--- config.mk ---
export PLATFORM = sky130hd
export DESIGN_NAME = func_equiv_sweeper
export DESIGN_NICKNAME = d
export VERILOG_FILES = /design/src/rtl/func_equiv_sweeper.sv
export SDC_FILE = /design/constraint.sdc
export NUM_CORES = 1
export LEC_CHECK = 0
export CORE_ASPECT_RATIO = 0.6
export CORE_MARGIN = 3
export CORE_UTILIZATION = 29
export CTS_CLUSTER_SIZE = 12
export DETAILED_ROUTE_END_ITERATION = 10
export PLACE_DENSITY_LB_ADDON = 0.05
export SLEW_MARGIN = 10
export SYNTH_ARGS = -nofsm -noshare
export SYNTH_HDL_FRONTEND = slang
export SYNTH_SLANG_ARGS = --single-unit
--- constraint.sdc ---
create_clock -name clk -period 2.29 [get_ports clk]
set_input_delay 0.458 -clock clk [delete_from_list [all_inputs] [get_ports clk]]
set_output_delay 0.458 -clock clk [all_outputs]
set_load 0.02 [all_outputs]
--- src/rtl/func_equiv_sweeper.sv ---
// Exhaustive equivalence sweeper: walks every minterm onto vec_out, compares f_a/f_b
// after SETTLE cycles, counts non-don't-care mismatches and records the lowest one.
module func_equiv_sweeper #(
    parameter int N_IN   = 4,
    parameter int SETTLE = 1
) (
    input  logic                   clk,
    input  logic                   rst_n,
    input  logic                   start,
    input  logic [(1<<N_IN)-1:0]   dc_mask,
    output logic [N_IN-1:0]        vec_out,
    input  logic                   f_a,
    input  logic                   f_b,
    output logic                   busy,
    output logic                   done,
    output logic                   equal,
    output logic [N_IN:0]          mismatch_cnt,
    output logic [N_IN-1:0]        first_mismatch,
    output logic                   first_valid
);

    localparam logic [N_IN-1:0] LAST_VEC    = '1;
    localparam logic [3:0]      SETTLE_LAST = 4'(SETTLE - 1);

    typedef enum logic [1:0] {IDLE, APPLY, SAMPLE, DONE} state_t;

    state_t          state_q;
    logic [N_IN-1:0] vec_q;
    logic [3:0]      settle_q;
    logic            busy_q;
    logic            done_q;
    logic            equal_q;
    logic [N_IN:0]   cnt_q;
    logic [N_IN:0]   cnt_d;
    logic [N_IN-1:0] first_q;
    logic            fv_q;
    logic            hit;

    always_comb begin
        hit   = (f_a ^ f_b) & ~dc_mask[vec_q];
        cnt_d = hit ? cnt_q + (N_IN+1)'(1) : cnt_q;
    end

    always_ff @(posedge clk or negedge rst_n) begin
        if (!rst_n) begin
            state_q  <= IDLE;
            vec_q    <= '0;
            settle_q <= '0;
            busy_q   <= 1'b0;
            done_q   <= 1'b0;
            equal_q  <= 1'b0;
            cnt_q    <= '0;
            first_q  <= '0;
            fv_q     <= 1'b0;
        end else begin
            done_q <= 1'b0;
            case (state_q)
                IDLE: begin
                    if (start) begin
                        state_q  <= APPLY;
                        vec_q    <= '0;
                        settle_q <= '0;
                        busy_q   <= 1'b1;
                        equal_q  <= 1'b0;
                        cnt_q    <= '0;
                        first_q  <= '0;
                        fv_q     <= 1'b0;
                    end
                end
                APPLY: begin
                    settle_q <= settle_q + 4'd1;
                    if (settle_q == SETTLE_LAST) begin
                        state_q <= SAMPLE;
                    end
                end
                SAMPLE: begin
                    cnt_q <= cnt_d;
                    if (hit && !fv_q) begin
                        first_q <= vec_q;
                        fv_q    <= 1'b1;
                    end
                    // Last minterm: vec_out stays parked here until the next start.
                    if (vec_q == LAST_VEC) begin
                        state_q <= DONE;
                        busy_q  <= 1'b0;
                        done_q  <= 1'b1;
                        equal_q <= (cnt_d == '0);
                    end else begin
                        vec_q    <= vec_q + N_IN'(1);
                        settle_q <= '0;
                        state_q  <= APPLY;
                    end
                end
                DONE: begin
                    state_q <= IDLE;
                end
                default: begin
                    state_q <= IDLE;
                end
            endcase
        end
    end

    assign vec_out        = vec_q;
    assign busy           = busy_q;
    assign done           = done_q;
    assign equal          = equal_q;
    assign mismatch_cnt   = cnt_q;
    assign first_mismatch = first_q;
    assign first_valid    = fv_q;

endmodule

After elaboration in Yosys (flattened, before gate mapping)
Index checks and enable logic that the tools add are counted.
{ "totals": {"regBits": 23, "input_bits": 21, "out_inout_bits": 17, "wordCells": 64} }
{ "op_classes": {"n_addsub": 3, "magnitude_cmp": 1, "n_eq_ne": 9, "mux": 26, "n_bitwise": 3, "n_reduce_logical": 13} }
{ "ops": {"columns": ["cell", "count"], "rows": [
  ["$mux W4", 4],
  ["$pmux W4 S2", 2],
  ["$pmux W4 S3", 1],
  ["$reduce_and A3 Y1", 4],
  ["$mux W5", 2],
  ["$ne A2 B2 Y1 const B", 5],
  ["$pmux W5 S2", 1],
  ["$add A4 B1 Y4 const B", 2],
  ["$mux W1", 8],
  ["$pmux W2 S4", 1],
  ["$mux W2", 3],
  ["$pmux W1 S2", 3],
  ["$add A5 B1 Y5 const B", 1],
  ["$logic_not A5 Y1", 1],
  ["$lt A4 B5 Y1 const B", 1],
  ["$bmux W1 S4", 1],
  ["$eq A2 B2 Y1 const B", 2],
  ["$eq A4 B4 Y1 const B", 1],
  ["$logic_not A4 Y1", 1],
  ["$reduce_and A2 Y1", 2],
  ["$reduce_bool A3 Y1", 1],
  ["$eq A2 B1 Y1 const B", 1],
  ["$logic_not A2 Y1", 1],
  ["$reduce_bool A2 Y1", 1],
  ["5 further kinds", 5]
]} }

Logic depth before layout (Yosys ltp)
Gate-level depths: netlist of run 1.
{ "depth": {"word_depth": 8, "ltp_mapped": 8, "ltp_nobuf": 7} }

Worst setup path before layout of run 1
OpenSTA, ideal clock, no wires.
{ "synth_path": {"kind": "register -> register", "from": "register vec_q[0] (netlist: vec_out[0])", "to": "register cnt_q[4] (netlist: mismatch_cnt[4])", "setup_ns": 0.069, "t_arrival_ns": 2.009, "required_ns": 2.221, "setup_slack_ns": 0.211, "stages_incl_launch_ff": 7, "n_path_buf": 1, "synth_period_minus_slack_ns": 2.079, "path_cell_list": "dfrtp_1 -> buf_6 -> mux4_2 -> mux2i_4 -> o22ai_4 -> or4_1 -> nand3_1"} }
{ "synth_via": {"elab_chain_len": 6} }
{ "synth_rtl": {"columns": ["element", "line_no", "source"], "rows": [
  ["start, declared", "28", "logic [N_IN-1:0] vec_q;"],
  ["start signal, assigned", "89", "vec_q <= vec_q + N_IN'(1);"],
  ["$bmux W1 S4", "40", "hit = (f_a ^ f_b) & ~dc_mask[vec_q];"],
  ["$mux W1 (implied by the code)", "40", null],
  ["$not A1 Y1", "40", null],
  ["$and A1 B1 Y1", "40", null],
  ["$mux W5", "41", "cnt_d = hit ? cnt_q + (N_IN+1)'(1) : cnt_q;"],
  ["$pmux W5 S2", "57", "case (state_q)"],
  ["end signal, assigned", "77", "cnt_q <= cnt_d;"],
  ["end, declared", "33", "logic [N_IN:0] cnt_q;"]
]} }
No other way between the ends. The select of a mux whose other input is x is not followed.
A chain may end at the register's enable or synchronous reset.

Worst setup path after layout of run 1
{ "layout_path": {"from": "input port dc_mask[7]", "to": "register cnt_q[0] (netlist: mismatch_cnt[0])"} }
{ "layout_via": {"elab_chain_len": 6} }
{ "layout_rtl": {"columns": ["element", "line_no", "source"], "rows": [
  ["start, declared", "10", "input logic [(1<<N_IN)-1:0] dc_mask,"],
  ["$bmux W1 S4", "40", null],
  ["$mux W1 (implied by the code)", "40", null],
  ["$not A1 Y1", "40", null],
  ["$and A1 B1 Y1", "40", null],
  ["$mux W5", "41", null],
  ["$pmux W5 S2", "57", null]
]} }
No other way between the ends. The select of a mux whose other input is x is not followed.

==> impl_metrics.toml, run 1 <==
[finish]
stdcell_area_sq_um = 1948
drive_gt1_frac = 0.1361
final_nets = 217
fin_util = 0.4181
syn_to_final_growth_pct = 36.46
diodes = 0
nFillCells = 483

[global_routing]
track_usage = 0.1420
grt_pass1_vias = 1299
grt_pass1_wl_mm = 6.292
grt.overflow.total = 0
grt_max_degree = 24
antenna_found_initial = 0

[outcome]
outcome = "completed"

[timing]
maxSlewViolCount = 0
fin_ws_ns = 0.2154
worst_slew_pin_slew_ns = 0.5765
finalClockSkew_ns = 0.002974
tns_ns = 0
rsz0062_at_grt = "false"
max_clock_freq_mhz = 482.0
min_period_over_period = 0.9059
post-route-min-period_ns = 2.075
finalHoldViolations = 0
relSlewSlack = 0.6116
setup_viol_count_final = 0

[yosys]
synth.net_count = 174
syn-cell-area_sq_um = 1428
synth_area_leaders = "dfrtp_1, mux2i_1, nand2_1"
synth_top_area_frac = 0.4032
netlist-cell-type-count = 39
yosys_register_bits = 23
ys.flop_type = "dfrtp_1"
ys.warnings.count = 0
synth-edff-count = 0
yosys-top-cells-count = "dfrtp_1, nand2_1, nand3_1, inv_1, o21ai_0"
syn_inst = 149
synth.avg_cell_area_sq_um = 9.581
ys_seq_area_frac = 0.4032
post-synth-top-count-cell = "dfrtp_1"
yosys.area.top_type = "dfrtp_1"
synthArstFlopShare = 1.000

[power_and_ir_drop]
p_sw_uw = 651.1
seq_power_share = 0.398
internal_power_uw = 933.1
power.share.switching = 0.4110
p_per_area_nw_per_um2 = 813.2
p_comb_frac = 0.439
clkPwrFrac = 0.163
irDropWorstVdd_mv = 0.2918
p_leak_nw = 0.7755

[routing]
postRouteAntennaNets = 0
detail_route.first_pass.iterations = 4
drt-wirelength-per-cell_um = 15.34
vias_per_cell = 5.087
vias = 1292
drt-total-wl_mm = 3.897
drt_iter0_markers = 49
drc = 0

[critical_path]
arrival_ns = 2.26
startpoint_type = "primary input"
required_ns = 2.48
cp-end-kind = "register"
regToRegStartpoint = "vec_out[0]"
rr_worst_depth = 6
crit_path_end = "mismatch_cnt[0]"
r2r_end = "mismatch_cnt[0]"
crit_type = "primary input to register"
r2r_setup_slack_ns = 0.25
worst-path-max-fanout = 6
startpoint = "dc_mask[7]"

[hold_path]
min_path_type = "register to register"

[clock_network]
cts_buffer_depth = 2
root_buffer = "clkbuf_8"
cts_buffers = 3
clkTransAtPathRegs_ns = 0.09
insertion_delay_ns = 0.27
postCtsSetupBuffers = 0
cts_tree = "done"
clock-sinks = 23
htreeDepth = 1

[placed_design]
place_hpwl_mm = 3.003
io_buffers = 37
place_congestion = 0.8184
place_ws_ns = -0.1050
placed_cell_area_sq_um = 1901

[die]
die-width_um = 96.58
die_area_sq_um = 5828
initial_core_util = 0.3064
ioPinCount = 38
placementRows = 19
core-area_sq_um = 4659
die_h_um = 60.35

[flow_run]
drv_cap = 0
==> critical path, stage by stage <==
cell	delay, ns
clkdlybuf4s50_1	0.40
mux4_2	0.50
mux2i_4	0.19
o22ai_4	0.12
buf_4	0.18
nor3_2	0.19
mux2i_1	0.23
==> cell usage in the layout, fill, tap and decap left out, drive strengths merged, types with 3 or more instances in the layout <==
cell,count
nand3,12
buf,8
nand2,19
nor2,5
nand2b,3
clkdlybuf4s50,37
or4,3
inv,11
ha,4
mux4,3
dfrtp,23
xor2,3
nor3,7
o21ai,10
a21oi,8
clkbuf,3
mux2i,9
==> layer usage <==
metal | global-route usage | share of wire
met1 | 0.1939 | 0.49
met2 | 0.2333 | 0.43
met3 | 0.03346 | 0.068
met4 | 0.02994 | 0.0092
met5 | 0 | 0
==> per-stage QoR <==
stage          hold slack (ns)  cells  power (mW)
6_report                0.4840    254       1.584
5_1_grt                 0.5321    254       1.723
4_1_cts                 0.4920    254       1.613
3_5_place_dp            0.4707    250       1.338
3_3_place_gp            0.4597    250       1.320
2_1_floorplan           0.1624    149       1.051
==> kinds of logic (layout without fill, tap and decap cells) <==
group | count (synthesis) | in the layout | share of synthesized area
simple gates | 56 | 56 | 0.2077
buf+inv | 19 | 61 | 0.05696
compound gates | 29 | 29 | 0.1376
fa+ha+maj | 4 | 4 | 0.03506
mux | 14 | 14 | 0.1350
xor+xnor | 4 | 4 | 0.02454
flops | 23 | 23 | 0.4032
==> worst min-delay path by stage <==
stage           from    to  slack, ns  depth (start not counted)
6_report        busy  busy       0.48                          2
2_1_floorplan  rst_n  busy       0.16                          0
3_5_place_dp    busy  busy       0.47                          2
3_3_place_gp    busy  busy       0.46                          2
5_1_grt         busy  busy       0.53                          2
4_1_cts         busy  busy       0.49                          2
==> area by class of cell <==
| cell class | count | area (sq um) | area share |
|---|---|---|---|
| Clock inverter | 1 | 5.005 | 0.002569 |
| Multi-Input combinational cell | 107 | 770.7 | 0.3956 |
| Timing Repair Buffer | 45 | 430.4 | 0.2209 |
| Clock buffer | 3 | 41.29 | 0.02119 |
| Inverter | 12 | 45.04 | 0.02312 |
| Sequential cell | 23 | 576.8 | 0.2961 |
| Tap cell | 63 | 78.83 | 0.04046 |
==> sequential cells by signal, indices dropped and copies added, names as in the netlist <==
signal	flops
settle_q	4
mismatch_cnt	5
busy	1
done	1
state_q	2
equal	1
vec_out	4
first_valid	1
first_mismatch	4
==> power by group through the flow <==
stage               combinational (mW)  clock (mW)  sequential [mW]
finish                           0.696       0.257            0.631
global route                     0.776       0.294            0.653
CTS                              0.704       0.279            0.630
detailed placement               0.702           0            0.636
global placement                 0.689           0            0.631
floorplan                        0.425           0            0.627
==> timing repair <==
action	CTS	global route
resized for setup	0	1
hold buffers	0	0
setup endpoints to repair	0	1
Power figures use the tool's default switching activity.
==> run 2, diff against run 1 <==
Settings changed: CAP_MARGIN set to 20, PLACE_DENSITY_LB_ADDON 0.05 to 0.2.
==> impl_metrics.toml, run 2 (synthesis gave the netlist of run 1 again) <==
[die]
die_h_um = 60.35
die-width_um = 96.58
core-area_sq_um = 4659
die_area_sq_um = 5828
ioPinCount = 38
initial_core_util = 0.3064
placementRows = 19

[clock_network]
cts_buffers = 3
cts_buffer_depth = 2
post_cts_hold_buffer_count = 0
postCtsSetupBuffers = 0
root_buffer = "clkbuf_8"
clock-sinks = 23
htreeDepth = 1
cts_tree = "done"
clkTransAtPathRegs_ns = 0.08
insertion_delay_ns = 0.26
ctsResizeCount = 0

[outcome]
outcome = "completed"

[flow_run]
drv_cap = 0

[finish]
nFillCells = 464
syn_to_final_growth_pct = 37.34
drive_gt1_frac = 0.1347
largest_register_ffs = 5
mostFrequentLayoutCell = "clkdlybuf4s50_1"
diodes = 0
final_nets = 219
final_cell_mix = "clkdlybuf4s50_1, dfrtp_1, nand2_1"
fin_util = 0.4208

[placed_design]
place_congestion = 0.8198
place_ws_ns = -0.03334
io_buffers = 37
place_hpwl_mm = 2.771

[hold_path]
min_path_type = "register to register"
min-delay-start = "busy"
min_to = "busy"
hold_depth = 2

[routing]
drt-total-wl_mm = 3.480
detail_route.first_pass.iterations = 4
drt-wirelength-per-cell_um = 13.59
drc = 0
drt_iter0_markers = 32
vias_per_cell = 4.844
vias = 1240
postRouteAntennaNets = 0

[global_routing]
grt_pass1_vias = 1237
grt.overflow.total = 0
busiest_layer = "met2"
grt_max_degree = 24
antenna_found_initial = 0
gr-usage-met1 = 0.1701
use_met3 = 0.03841
grt_use_met2 = 0.2039
grt_pass1_wl_mm = 5.706
track_usage = 0.1252

[critical_path]
worst-path-max-fanout = 10
r2r_end = "mismatch_cnt[3]"
crit_type = "register to register"
arrival_ns = 2.34
r2r_setup_slack_ns = 0.15
startpoint_type = "register"
cp-end-kind = "register"
regToRegStartpoint = "vec_out[0]"
required_ns = 2.49
rr_worst_depth = 5

[timing]
rsz0062_at_grt = "false"
post-route-min-period_ns = 2.142
min_period_over_period = 0.9353
maxSlewViolCount = 0
fin_ws_ns = 0.1481
relSlewSlack = 0.5737
finalHoldViolations = 0
finalClockSkew_ns = 0.004658
worst_slew_pin_slew_ns = 0.6327
setup_viol_count_final = 0
max_clock_freq_mhz = 466.9

[power_and_ir_drop]
p_leak_nw = 0.7850
p_per_area_nw_per_um2 = 801.8
irDropWorstVdd_mv = 0.3198
[run 2: changes by cell type in the layout (fill, tap and decap cells not counted), sizes merged]
| cell | change |
|---|---|
| buf | +2 |
| clkbuf | +1 |
| clkinv | -1 |
[run 2: final cells by class]
type | instances | area, sq um | area share
tap | 63 | 78.83 | 0.04020
inverter | 12 | 45.04 | 0.02297
timing repair buffer | 47 | 445.4 | 0.2272
sequential | 23 | 575.6 | 0.2936
clock buffer | 4 | 45.04 | 0.02297
multi-input combinational | 107 | 770.7 | 0.3931
[run 2: worst max path at each step]
stage | end | cells past startpoint | from | slack [ns]
after floorplan | mismatch_cnt[4] | 6 | vec_out[0] | 0.21
after global placement | mismatch_cnt[4] | 6 | dc_mask[15] | 0.007
after detailed placement | mismatch_cnt[3] | 6 | dc_mask[2] | -0.03
after CTS | mismatch_cnt[3] | 5 | vec_out[0] | 0.11
after global routing | mismatch_cnt[3] | 5 | vec_out[0] | 0.02
final | mismatch_cnt[3] | 5 | vec_out[0] | 0.15
[run 2: worst max-delay path, cell delays in order (launching register included)]
cell     delay (ns)
dfrtp_1        0.59
mux4_2         0.59
mux2i_4        0.18
o22ai_4        0.13
or4_1          0.49
nand3_1        0.10
[run 2: stage by stage]
| step | setup TNS, ns | area, sq um | cells | power [mW] | hold WS [ns] |
|---|---|---|---|---|---|
| after detailed placement | -0.06215 | 1916 | 252 | 1.331 | 0.4705 |
| after global placement | 0 | 1916 | 252 | 1.304 | 0.4595 |
| after global routing | 0 | 1961 | 256 | 1.691 | 0.5055 |
| after CTS | 0 | 1961 | 256 | 1.590 | 0.4893 |
| final | 0 | 1961 | 256 | 1.572 | 0.4837 |
| after floorplan | 0 | 1428 | 149 | 1.051 | 0.1624 |
[run 2: power by group]
group | internal, mW | total (mW) | switching, mW
combinational | 0.332 | 0.725 | 0.393
sequential | 0.485 | 0.592 | 0.107
clock | 0.124 | 0.254 | 0.130
[run 2: per-layer routing]
layer	share of wire	vias up
li1	-	620
met1	0.49	598
met2	0.47	20
met3	0.043	2
met4	0.0014	0
met5	0	-
